$ cat src/rtl/z80bd_pkg.sv
// Shared types and helpers for the Z80 bus initiator.
package z80bd_pkg;

   typedef enum logic [2:0] {
      ST_IDLE = 3'd0,
      ST_T1   = 3'd1,
      ST_T2   = 3'd2,
      ST_TWA  = 3'd3,
      ST_TW   = 3'd4,
      ST_T3   = 3'd5,
      ST_DONE = 3'd6
   } state_e;

   localparam logic CYC_MEM = 1'b0;
   localparam logic CYC_IO  = 1'b1;

   // Phase index at which the falling half of a T-state begins.
   function automatic int half_of(input int clk_div);
      return clk_div / 2;
   endfunction

endpackage

$ cat src/rtl/z80_tstate_timer.sv
// T-state phase counter: produces the "one clock before HALF" and
// "last phase" strobes for the sequencer, plus the registered Z80 clock.
module z80_tstate_timer
   import z80bd_pkg::*;
#(
   parameter int CLK_DIV = 8
) (
   input  logic clk,
   input  logic rst,
   input  logic run,
   output logic pre_half,
   output logic t_end,
   output logic bus_clk
);

   localparam int              HALF        = half_of(CLK_DIV);
   localparam int              PW          = $clog2(CLK_DIV);
   localparam logic [PW-1:0]   PH_LAST     = PW'(CLK_DIV - 1);
   localparam logic [PW-1:0]   PH_PRE_HALF = PW'(HALF - 1);
   localparam logic [PW-1:0]   PH_HALF     = PW'(HALF);

   logic [PW-1:0] phase_q, phase_d;
   logic          bus_clk_q, bus_clk_d;

   // Next phase: wraps every CLK_DIV clocks while a cycle runs, parked at 0 otherwise.
   always_comb begin
      phase_d = '0;
      if (run) begin
         phase_d = (phase_q == PH_LAST) ? '0 : phase_q + 1'b1;
      end
      // Registered so BUS_CLK is high for phases below HALF and while parked.
      bus_clk_d = (phase_d < PH_HALF);
   end

   // Phase and bus clock registers.
   always_ff @(posedge clk) begin
      if (rst) begin
         phase_q   <= '0;
         bus_clk_q <= 1'b1;
      end else begin
         phase_q   <= phase_d;
         bus_clk_q <= bus_clk_d;
      end
   end

   assign pre_half = (phase_q == PH_PRE_HALF);
   assign t_end    = (phase_q == PH_LAST);
   assign bus_clk  = bus_clk_q;

endmodule

$ cat src/rtl/z80_bus_master.sv
// Z80-bus initiator: one host request at a time becomes a Z80-timed memory
// or I/O cycle; WAIT_n stretches it, a wait timeout aborts it.
//
// state   | meaning
// --------+-----------------------------------------------------------
// IDLE    | ready for a request, bus quiet
// T1      | address out; mem strobes / write data enable at HALF
// T2      | io strobes at phase 0, mem WR_n at HALF, WAIT sampled (mem)
// TWA     | forced io wait state, WAIT sampled at its last phase
// TW      | inserted wait state, counts toward timeout
// T3      | strobes released and read data captured at HALF
// DONE    | one-clock response pulse
//
// All strobes are changed one clock ahead of the phase they belong to, so
// they come straight from flops and line up with the phase boundaries.
module z80_bus_master
   import z80bd_pkg::*;
#(
   parameter int CLK_DIV  = 8,
   parameter int MAX_WAIT = 255
) (
   input  logic        CLK_24MHz,
   input  logic        RES,
   input  logic        req_valid,
   output logic        req_ready,
   input  logic        req_io,
   input  logic        req_wr,
   input  logic [15:0] req_addr,
   input  logic [7:0]  req_wdata,
   output logic        rsp_valid,
   output logic [7:0]  rsp_rdata,
   output logic        rsp_err,
   output logic        BUS_CLK,
   output logic [15:0] A,
   output logic [7:0]  D_OUT,
   output logic        D_OE,
   input  logic [7:0]  D_IN,
   output logic        MREQ_n,
   output logic        IORQ_n,
   output logic        RD_n,
   output logic        WR_n,
   output logic        M1_n,
   input  logic        WAIT_n
);

   localparam int WCW = $clog2(MAX_WAIT + 1);

   state_e          state_q, state_d;
   logic            io_q, io_d;
   logic            wr_q, wr_d;
   logic [15:0]     addr_q, addr_d;
   logic [7:0]      dout_q, dout_d;
   logic            mreq_n_q, mreq_n_d;
   logic            iorq_n_q, iorq_n_d;
   logic            rd_n_q, rd_n_d;
   logic            wr_n_q, wr_n_d;
   logic            d_oe_q, d_oe_d;
   logic [WCW-1:0]  wait_cnt_q, wait_cnt_d;
   logic            rsp_err_q, rsp_err_d;
   logic [7:0]      rsp_rdata_q, rsp_rdata_d;
   logic            wait_meta_q, wait_sync_q;

   logic            run;
   logic            pre_half;
   logic            t_end;

   assign run = (state_q != ST_IDLE) && (state_q != ST_DONE);

   z80_tstate_timer #(
      .CLK_DIV (CLK_DIV)
   ) u_timer (
      .clk      (CLK_24MHz),
      .rst      (RES),
      .run      (run),
      .pre_half (pre_half),
      .t_end    (t_end),
      .bus_clk  (BUS_CLK)
   );

   // Sequencer: next state, strobe edges, wait budget and response capture.
   always_comb begin
      state_d     = state_q;
      io_d        = io_q;
      wr_d        = wr_q;
      addr_d      = addr_q;
      dout_d      = dout_q;
      mreq_n_d    = mreq_n_q;
      iorq_n_d    = iorq_n_q;
      rd_n_d      = rd_n_q;
      wr_n_d      = wr_n_q;
      d_oe_d      = d_oe_q;
      wait_cnt_d  = wait_cnt_q;
      rsp_err_d   = rsp_err_q;
      rsp_rdata_d = rsp_rdata_q;

      unique case (state_q)
         ST_IDLE: begin
            if (req_valid) begin
               state_d    = ST_T1;
               io_d       = req_io;
               wr_d       = req_wr;
               addr_d     = req_addr;
               dout_d     = req_wdata;
               wait_cnt_d = WCW'(MAX_WAIT);
            end
         end

         ST_T1: begin
            if (pre_half) begin
               d_oe_d = wr_q;
               if (io_q == CYC_MEM) begin
                  mreq_n_d = 1'b0;
                  rd_n_d   = wr_q;
               end
            end
            if (t_end) begin
               state_d = ST_T2;
               if (io_q == CYC_IO) begin
                  iorq_n_d = 1'b0;
                  rd_n_d   = wr_q;
                  wr_n_d   = !wr_q;
               end
            end
         end

         ST_T2: begin
            if (pre_half && (io_q == CYC_MEM) && wr_q) begin
               wr_n_d = 1'b0;
            end
            if (t_end) begin
               if (io_q == CYC_IO) begin
                  state_d = ST_TWA;
               end else if (wait_sync_q) begin
                  state_d = ST_T3;
               end else begin
                  state_d    = ST_TW;
                  wait_cnt_d = wait_cnt_q - 1'b1;
               end
            end
         end

         ST_TWA: begin
            if (t_end) begin
               if (wait_sync_q) begin
                  state_d = ST_T3;
               end else begin
                  state_d    = ST_TW;
                  wait_cnt_d = wait_cnt_q - 1'b1;
               end
            end
         end

         ST_TW: begin
            if (t_end) begin
               if (wait_sync_q) begin
                  state_d = ST_T3;
               end else if (wait_cnt_q == '0) begin
                  // Budget spent: drop the bus now and report the timeout.
                  state_d     = ST_DONE;
                  mreq_n_d    = 1'b1;
                  iorq_n_d    = 1'b1;
                  rd_n_d      = 1'b1;
                  wr_n_d      = 1'b1;
                  d_oe_d      = 1'b0;
                  rsp_err_d   = 1'b1;
                  rsp_rdata_d = 8'hFF;
               end else begin
                  wait_cnt_d = wait_cnt_q - 1'b1;
               end
            end
         end

         ST_T3: begin
            if (pre_half) begin
               mreq_n_d = 1'b1;
               iorq_n_d = 1'b1;
               rd_n_d   = 1'b1;
               wr_n_d   = 1'b1;
               if (!wr_q) begin
                  rsp_rdata_d = D_IN;
               end
            end
            if (t_end) begin
               state_d   = ST_DONE;
               d_oe_d    = 1'b0;
               rsp_err_d = 1'b0;
               if (wr_q) begin
                  rsp_rdata_d = 8'h00;
               end
            end
         end

         ST_DONE: begin
            state_d = ST_IDLE;
         end

         default: begin
            state_d = ST_IDLE;
         end
      endcase
   end

   // State, bus output and WAIT synchroniser registers.
   always_ff @(posedge CLK_24MHz) begin
      if (RES) begin
         state_q     <= ST_IDLE;
         io_q        <= CYC_MEM;
         wr_q        <= 1'b0;
         addr_q      <= 16'h0000;
         dout_q      <= 8'h00;
         mreq_n_q    <= 1'b1;
         iorq_n_q    <= 1'b1;
         rd_n_q      <= 1'b1;
         wr_n_q      <= 1'b1;
         d_oe_q      <= 1'b0;
         wait_cnt_q  <= '0;
         rsp_err_q   <= 1'b0;
         rsp_rdata_q <= 8'h00;
         wait_meta_q <= 1'b1;
         wait_sync_q <= 1'b1;
      end else begin
         state_q     <= state_d;
         io_q        <= io_d;
         wr_q        <= wr_d;
         addr_q      <= addr_d;
         dout_q      <= dout_d;
         mreq_n_q    <= mreq_n_d;
         iorq_n_q    <= iorq_n_d;
         rd_n_q      <= rd_n_d;
         wr_n_q      <= wr_n_d;
         d_oe_q      <= d_oe_d;
         wait_cnt_q  <= wait_cnt_d;
         rsp_err_q   <= rsp_err_d;
         rsp_rdata_q <= rsp_rdata_d;
         wait_meta_q <= WAIT_n;
         wait_sync_q <= wait_meta_q;
      end
   end

   assign req_ready = (state_q == ST_IDLE);
   assign rsp_valid = (state_q == ST_DONE);
   assign rsp_rdata = rsp_rdata_q;
   assign rsp_err   = rsp_err_q;
   assign A         = addr_q;
   assign D_OUT     = dout_q;
   assign D_OE      = d_oe_q;
   assign MREQ_n    = mreq_n_q;
   assign IORQ_n    = iorq_n_q;
   assign RD_n      = rd_n_q;
   assign WR_n      = wr_n_q;
   assign M1_n      = 1'b1;

endmodule

$ cat config.mk
export PLATFORM = sky130hd
export DESIGN_NAME = z80_bus_master
export DESIGN_NICKNAME = d
export VERILOG_FILES = /design/src/rtl/z80bd_pkg.sv /design/src/rtl/z80_tstate_timer.sv /design/src/rtl/z80_bus_master.sv
export SDC_FILE = /design/constraint.sdc
export NUM_CORES = 1
export LEC_CHECK = 0
export CAP_MARGIN = 0
export CORE_MARGIN = 10
export CORE_UTILIZATION = 46
export DETAILED_ROUTE_END_ITERATION = 10
export PLACE_DENSITY_LB_ADDON = 0.05
export SLEW_MARGIN = 20
export SYNTH_ARGS = -nofsm -noshare
export SYNTH_HDL_FRONTEND = slang
export SYNTH_SLANG_ARGS = --single-unit
$ cat constraint.sdc
create_clock -name CLK_24MHz -period 2.15 [get_ports CLK_24MHz]
set_input_delay 0.43 -clock CLK_24MHz [delete_from_list [all_inputs] [get_ports CLK_24MHz]]
set_output_delay 0.43 -clock CLK_24MHz [all_outputs]
set_load 0.01 [all_outputs]
Word-level counts from Yosys, hierarchy flattened
Cells that the tools add are included.

Add/sub/neg operators: 2. $lt $le $gt $ge: 1. Equality and inequality tests: 25. Muxes and demuxes: 56. Bitwise logic cells: 1. Reduce and logical (&&, ||, !) cells: 21.

Operator list (number): two-way mux 8 bit (15); two-way mux 3 bit (11); case mux 8 bit (4 select lines) (1); inequality test 2 bit, second input constant (15); two-way mux 1 bit (21); AND reduction 7 bit (3); case mux 3 bit (6 select lines) (1); case mux 8 bit (2 select lines) (1); AND reduction 8 bit (2); equality test 3 bit, second input constant (4); case mux 1 bit (3 select lines) (4); AND reduction 5 bit (2); equality test 3 x 2 -> 1 bit, second input constant (3); zero test 8 bit (1); nonzero test 4 bit (2); subtractor 8 x 1 -> 8 bit, second input constant (1); inequality test 3 bit, second input constant (2); AND reduction 6 bit (1); nonzero test 3 bit (2); case mux 1 bit (4 select lines) (1); AND reduction 4 bit (1); adder 3 x 1 -> 3 bit, second input constant (1); equality test 3 x 1 -> 1 bit, second input constant (1); logical AND 1 bit (3); other kinds (7) (7).

Flip-flop bits (word level): 57. Bits of input ports: 38. Output and inout port bits: 42. Logic and storage cells: 123.

Longest topological paths before layout
Gate-level depths: netlist of run 1.

Depth in word-level cells: 5. Mapped depth: 8. Depth with buffers taken out: 7.

Modules after synthesis
Synthesis of run 1 repeated with hierarchy kept, for this count alone.

Cells, all modules: 335. Area total of the unflattened synthesis: 2747.6 um^2.

Modules (own cells, without submodules): z80_bus_master (times used 1, cells each 323, area each 2582.5 um^2, seq. area each 1061.0 um^2); z80_tstate_timer (times used 1, cells each 12, area each 165.2 um^2, seq. area each 80.1 um^2).

Least setup slack after synthesis of run 1
OpenSTA, ideal clock, no wires.

Path type: reg-to-reg. Start: register u_timer.phase_q[0]. End: register wait_cnt_q[4]. Library setup time: 0.137 ns. Arrival: 1.773 ns. Required time: 2.013 ns. Setup slack: 0.240 ns. Cell stages (with the launch flop): 8. Buffers on the path: 0. Clock period less this slack: 1.910 ns. Cells stage by stage: dfxtp_1 > ha_1 > ha_1 > mux2_4 > a211oi_4 > nand2b_1 > or4_1 > a31oi_1.

Longest elaborated chain between the ends: 3. Elaborated cells on any way between the ends: 5. Classes of those cells: eq/ne: 4; reduce/logical: 1.

Ends and longest elaborated chain: from (decl) (line z80_tstate_timer.sv:22) `logic [PW-1:0] phase_q, phase_d;`; from (signal assigned) (line z80_tstate_timer.sv:41) `phase_q <= phase_d;`; equality test 3 bit (*) (line z80_tstate_timer.sv:47) `assign t_end = (phase_q == PH_LAST);`; inequality test 2 bit (no source line); AND reduction 8 bit (no source line) (*); to (signal assigned) (line z80_bus_master.sv:232) `wait_cnt_q <= wait_cnt_d;`; to (decl) (line z80_bus_master.sv:58) `logic [WCW-1:0] wait_cnt_q, wait_cnt_d;`.

Every way passes the cells marked *; elsewhere a longest branch is shown, timed or not. A chain may end at the register's enable or synchronous reset.

Worst setup path in the final report of run 1
Start: register state_q[0]. End: output rsp_valid.

Longest elaborated chain between the ends: 1.

Ends and longest elaborated chain: from (decl) (line z80_bus_master.sv:48) `state_e state_q, state_d;`; from (signal assigned) (line z80_bus_master.sv:222) `state_q <= state_d;`; equality test 3 bit (line z80_bus_master.sv:241) `assign rsp_valid = (state_q == ST_DONE);`; to (decl) (line z80_bus_master.sv:30) `output logic rsp_valid,`.

Every way passes these cells.

==> flow_metrics.py, run 1 <==
metrics = {
    "finish": {
        "syn_to_final_growth_pct": 44.16,
        "fin_util_pct": 68.79,
        "drive_gt1_share_pct": 12.47,
        "nets": 456,
        "n_fill_cell": 492,
        "fin_area_um2": 3811,
        "diodes": 0,
    },
    "power": {
        "leakagePower_nw": 1.452,
        "vdd_drop_max_mv": 0.5918,
        "power_density_nw_per_um2": 1197,
    },
    "die": {
        "ioPinCount": 80,
        "start_util_pct": 47.72,
        "dieHeight_um": 95.81,
        "row_count": 27,
        "die_w_um": 95.81,
        "core_um2": 5540,
        "die_area_um2": 9180,
    },
    "synthesis": {
        "ys_async_sr_fraction_pct": 0,
        "yosysMostFrequentCell": "nand2_1",
        "synth-main-ff-cell": "dfxtp_1",
        "yosys.area.top_type_share_pct": 43.16,
        "syn_inst": 330,
        "synth_edf_count": 0,
        "synthTopCellsByCount": "nand2_1, dfxtp_1, a21oi_1",
        "seq_area_frac_synth_pct": 43.16,
        "synth_area_um2": 2644,
        "syn_nets": 374,
        "synth_area_leaders": "dfxtp_1, nand2_1, a21oi_1",
        "synth-seq-cells": 57,
        "synth_top_cell_by_area": "dfxtp_1",
        "avgSynthCellArea_um2": 8.011,
        "ys_warn_count": 0,
        "ys_types": 47,
    },
    "placement": {
        "gp_congestion": 0.8575,
        "dp_hpwl_mm": 5.105,
        "placed_cell_area_um2": 3523,
        "port-buffer-count": 78,
    },
    "clock_network": {
        "clock-sinks": 57,
        "clock_path_buffers": 2,
        "cts_max_level": 3,
        "clkLatencyLatePin_ns": 0.34,
        "clockRootBuffer": "clkbuf_8",
        "cts_made_buffers": 9,
        "holdBufCountCts": 0,
        "cts_setup_buffers": 0,
        "clk_pin_slew_ns": 0.07,
        "cts_tree": "done",
    },
    "global_route": {
        "grt_max_degree": 32,
        "antenna_found_initial": 0,
        "grt_remaining_overflow": 0,
        "grtUsageTotal_pct": 16.17,
        "grt_pass1_wl_mm": 11.79,
        "grt_pass1_vias": 2448,
    },
    "timing": {
        "whs_ns": 0.4166,
        "finalClockSkew_ns": 0.01128,
        "worstMarginPinSlew_ns": 0.5563,
        "grt_setup_unrepaired": "false",
        "fin_crit_sh_pct": 94.30,
        "hold_violations": 0,
        "finalSetupViolCount": 0,
        "slew_headroom_pct": 62.91,
        "max_freq_ghz": 0.4932,
        "min_period_ns": 2.027,
        "slew_viol_final": 0,
    },
    "drt": {
        "drtIter0Drc": 94,
        "wl_per_cell_um": 14.57,
        "drtPass1Iterations": 4,
        "vias_per_cell": 5.252,
        "via_count": 2568,
        "postRouteAntennaNets": 0,
        "drc": 0,
        "wl_mm": 7.123,
    },
    "status": {
        "status": "finished clean",
    },
    "setup_path": {
        "path_class": "reg2out",
        "r2r_start": "u_timer.phase_q[0]",
        "worstRegToRegCells": 6,
        "cp-start-kind": "flop",
        "crit_path_start": "state_q[0]",
        "r2r_slack_ns": 0.18,
        "crit_arrival_ns": 1.60,
        "critPathMaxFanout": 16,
        "critPathCapture": "rsp_valid",
        "required_ns": 1.72,
        "cp-end-kind": "output port",
        "reg2reg_to": "wait_cnt_q[6]",
    },
    "hold_path": {
        "hold_class": "reg2reg",
    },
    "job": {
        "drv_cap": 0,
    },
}
worst max-delay path, cell delays in order, from the launching register on:
cell	delay [ns]
dfxtp_2	0.42
nand2b_4	0.19
nor2_1	0.10
clkdlybuf4s50_1	0.54
flip-flops by register name, summed over array words and instances, names as in the netlist, 3 cells and up:
signal,cells
A,16
D_OUT,8
rsp_rdata,8
wait_cnt_q,8
state_q,3
u_timer.phase_q,3
power by group:
part | switching [mW] | internal (mW)
logic | 0.928 | 0.881
registers | 0.230 | 1.29
clock network | 0.427 | 0.800
total | 1.58 | 2.98
cell families (layout without fill, tap and decap cells):
logic type               count (synthesis)  in the layout  share of synthesized area (%)
adder cells (fa/ha/maj)                  6              6                          2.839
other                                    1              1                         0.1418
flip-flops                              57             57                          43.16
AND/OR/NAND/NOR                        154            154                          27.31
buffers and inverters                   28            115                          4.496
multiplexers                             4              4                          1.704
AO/OA/AOI/OAI                           80             80                          20.35
routing by layer:
layer / global-route usage (%) / up-vias / wire (um)
met5: 0 / - / 0
met4: 7.740 / 0 / 83
met3: 9.183 / 7 / 964
met2: 25.06 / 81 / 3180
met1: 17.55 / 1172 / 2895
li1: - / 1308 / -
metrics by stage:
step	cells	setup TNS, ns	total power, mW	setup WS, ns
6_report	489	0	4.561	0.1226
5_1_grt	489	0	4.892	0.02148
4_1_cts	489	0	4.552	0.03705
3_5_place_dp	473	-0.04549	3.289	-0.03287
3_3_place_gp	473	0	3.266	0.06971
2_1_floorplan	330	0	2.611	0.2404
timing repair:
item / CTS / global route
endpoints found under the setup margin: 4 / 12
resized for setup: 3 / 8
pin swaps: 0 / 2
cell usage in the layout, fill, tap and decap left out, drive strengths merged, types with 5 or more instances in the layout:
cell and count:
a211oi 7, a21oi 39, buf 12, clkbuf 11, clkdlybuf4s50 77, dfxtp 57, ha 6, inv 10
nand2 80, nand2b 7, nor2 19, nor2b 6, nor3 14, o21ai 8, or2 5, or3 7
area by class of cell:
cell class / instances / area [um^2] / area share [%]
multi-input cells: 245 / 1424 / 37.36
flip-flops and latches: 57 / 1145 / 30.04
repair buffers: 89 / 870.8 / 22.85
clock buffers: 11 / 141.4 / 3.710
clock inverters: 5 / 102.6 / 2.692
well taps: 72 / 90.09 / 2.364
inverters: 10 / 37.54 / 0.9849
worst min-delay path by stage:
stage                           start          end  cells after the start
after floorplan           wait_meta_q  wait_sync_q                      1
after detailed placement  wait_meta_q  wait_sync_q                      1
final                     wait_meta_q  wait_sync_q                      1
after global placement    wait_meta_q  wait_sync_q                      1
after global routing      wait_meta_q  wait_sync_q                      1
after CTS                 wait_meta_q  wait_sync_q                      1
(Power assumes the default switching activity.)
==> inputs of run 2 (changes only) <==
--- a/config.mk
+++ b/config.mk
@@ -5,9 +5,10 @@
 export SDC_FILE = /design/constraint.sdc
 export NUM_CORES = 1
 export LEC_CHECK = 0
+export ABC_AREA = 1
 export CAP_MARGIN = 0
-export CORE_MARGIN = 10
-export CORE_UTILIZATION = 46
+export CORE_MARGIN = 1.5
+export CORE_UTILIZATION = 43
 export DETAILED_ROUTE_END_ITERATION = 10
 export PLACE_DENSITY_LB_ADDON = 0.05
 export SLEW_MARGIN = 20
==> flow_metrics.py, run 2 <==
metrics = {
    "clock_network": {
        "clockRootBuffer": "clkbuf_8",
        "cts_setup_buffers": 0,
        "clkLatencyLatePin_ns": 0.33,
        "cts_max_level": 3,
        "cts_tree": "done",
        "cts_made_buffers": 9,
        "clock-sinks": 57,
        "clock_path_buffers": 2,
        "clk_pin_slew_ns": 0.07,
    },
    "die": {
        "core_um2": 6314,
        "ioPinCount": 80,
        "die_w_um": 83.61,
        "row_count": 29,
        "start_util_pct": 44.25,
        "die_area_um2": 6990,
        "dieHeight_um": 83.61,
    },
    "timing": {
        "max_freq_ghz": 0.4932,
        "setup_tns_ns": 0,
        "slew_viol_final": 0,
        "min_period_ns": 2.027,
        "fin_crit_sh_pct": 94.30,
        "finalSetupViolCount": 0,
        "finalClockSkew_ns": 0.008549,
        "hold_violations": 0,
        "grt_setup_unrepaired": "false",
    },
    "drt": {
        "vias_per_cell": 5.112,
        "postRouteAntennaNets": 0,
        "via_count": 2827,
        "route.met3.wl_um": 507,
        "drtIter0Drc": 143,
        "drc": 0,
        "drtPass1Iterations": 4,
        "wl_mm": 7.284,
        "wl_per_cell_um": 13.17,
        "wl_met2_mm": 3.394,
        "top_layer_used": "met4",
        "wl_met1_mm": 3.326,
    },
    "synthesis": {
        "yosysMostFrequentCell": "nand2_1",
        "synth_area_leaders": "dfxtp_1, nand3_1, nand2_1",
        "synth_area_um2": 2794,
        "synth_edf_count": 0,
        "avgSynthCellArea_um2": 7.164,
        "synth-seq-cells": 57,
        "yosys.area.top_type_share_pct": 40.84,
        "ys_warn_count": 0,
        "syn_inst": 390,
        "ys_types": 33,
        "syn_nets": 434,
        "seq_area_frac_synth_pct": 40.84,
        "synth_top_cell_by_area": "dfxtp_1",
        "synthTopCellsByCount": "nand2_1, dfxtp_1, nand3_1",
        "synth-main-ff-cell": "dfxtp_1",
        "ys_async_sr_fraction_pct": 0,
    },
    "finish": {
        "fin_area_um2": 3889,
        "largest_reg_flops": 16,
        "drive_gt1_share_pct": 11.97,
        "final_cell_mix": "clkdlybuf4s50_1, nand2_1, dfxtp_1",
        "n_fill_cell": 623,
        "diodes": 0,
        "nets": 515,
        "seqCellArea_um2": 1144,
        "final_common_cell": "clkdlybuf4s50_1",
        "syn_to_final_growth_pct": 39.18,
        "multiInputGateArea_um2": 1461,
    },
    "power": {
        "leakagePower_nw": 1.590,
        "vdd_drop_max_mv": 0.6406,
        "power_density_nw_per_um2": 1233,
        "finalPower_mw": 4.796,
    },
    "global_route": {
        "grt_pass1_wl_mm": 12.19,
        "grt_max_degree": 27,
        "grt_pass1_vias": 2690,
        "antenna_found_initial": 0,
        "grt_remaining_overflow": 0,
        "grtUsageTotal_pct": 21.21,
    },
    "setup_path": {
        "path_class": "reg2out",
        "crit_arrival_ns": 1.60,
        "cp-start-kind": "flop",
        "cp-end-kind": "output port",
        "required_ns": 1.72,
        "critPathMaxFanout": 6,
    },
    "placement": {
        "gp_congestion": 0.8815,
        "dp_hpwl_mm": 5.299,
        "placed_cell_area_um2": 3661,
        "port-buffer-count": 78,
    },
    "hold_path": {
        "hold_class": "reg2reg",
    },
    "status": {
        "status": "finished clean",
    },
    "job": {
        "drv_cap": 0,
    },
}
run 2: what timing repair did:
item	in CTS	in global routing
setup endpoints to repair	0	2
resized for setup	0	4
endpoints found under the hold margin	0	0
hold buffers	0	0
run 2: kinds of logic (layout without fill, tap and decap cells):
logic type / after synthesis / in the layout / synth area share (%)
XOR/XNOR: 1 / 1 / 0.3135
AO/OA/AOI/OAI: 83 / 83 / 15.90
adder cells (fa/ha/maj): 6 / 6 / 2.687
flip-flops: 57 / 57 / 40.84
AND/OR/NAND/NOR: 195 / 195 / 33.18
buffers and inverters: 47 / 133 / 6.941
other: 1 / 1 / 0.1342
run 2: layout make-up:
class / count / area share [%]
tap: 77 / 2.477
timing repair buffer: 84 / 21.62
sequential: 57 / 29.41
multi-input combinational: 286 / 37.58
clock buffer: 11 / 3.636
clock inverter: 5 / 2.027
inverter: 33 / 3.250
run 2: critical path, cell delays in order (launching register included):
cell,delay (ns)
dfxtp_2,0.42
nand2_1,0.09
nor2_1,0.19
clkdlybuf4s50_1,0.58
run 2: final timing paths:
path	slack, ns	to	cells past startpoint	startpoint
hold reg to reg	0.40	wait_sync_q	1	wait_meta_q
setup reg to reg	0.31	rsp_rdata[1]	8	u_timer.phase_q[0]
hold / removal	0.40	wait_sync_q	1	wait_meta_q
setup / recovery	0.12	rsp_valid	3	state_q[1]
run 2: routing by layer:
layer | vias to the layer above | GRT usage (%)
met5 | - | 0
met4 | 0 | 7.601
met3 | 6 | 7.319
met2 | 76 | 32.84
met1 | 1291 | 27.46
li1 | 1454 | -
run 2: stage by stage:
stage | hold WS (ns) | std cells | setup slack [ns] | util [%]
after detailed placement | 0.3934 | 537 | 0.2795 | 57.99
final | 0.4016 | 553 | 0.1226 | 61.59
after global placement | 0.3953 | 537 | 0.3055 | 57.99
after CTS | 0.4012 | 553 | 0.01642 | 61.47
after floorplan | 0.3895 | 390 | 0.6211 | -
after global routing | 0.4359 | 553 | 0.03749 | 61.59
run 2: where the power goes:
part           internal, mW  total, mW  leakage (nW)  switching [mW]
Sequential             1.31       1.50         0.468           0.191
Combinational         0.917       2.18          1.01            1.26
Clock                 0.683       1.12         0.113           0.438
Total                  2.91       4.80          1.59            1.89
==> inputs of run 3 (changes only) <==
--- a/config.mk
+++ b/config.mk
@@ -6,7 +6,7 @@
 export NUM_CORES = 1
 export LEC_CHECK = 0
 export ABC_AREA = 1
-export CAP_MARGIN = 0
+export CAP_MARGIN = 15
 export CORE_MARGIN = 1.5
 export CORE_UTILIZATION = 43
 export DETAILED_ROUTE_END_ITERATION = 10
==> results of run 3 <==
Final layout, timing and power as in run 2 (identical DEF).
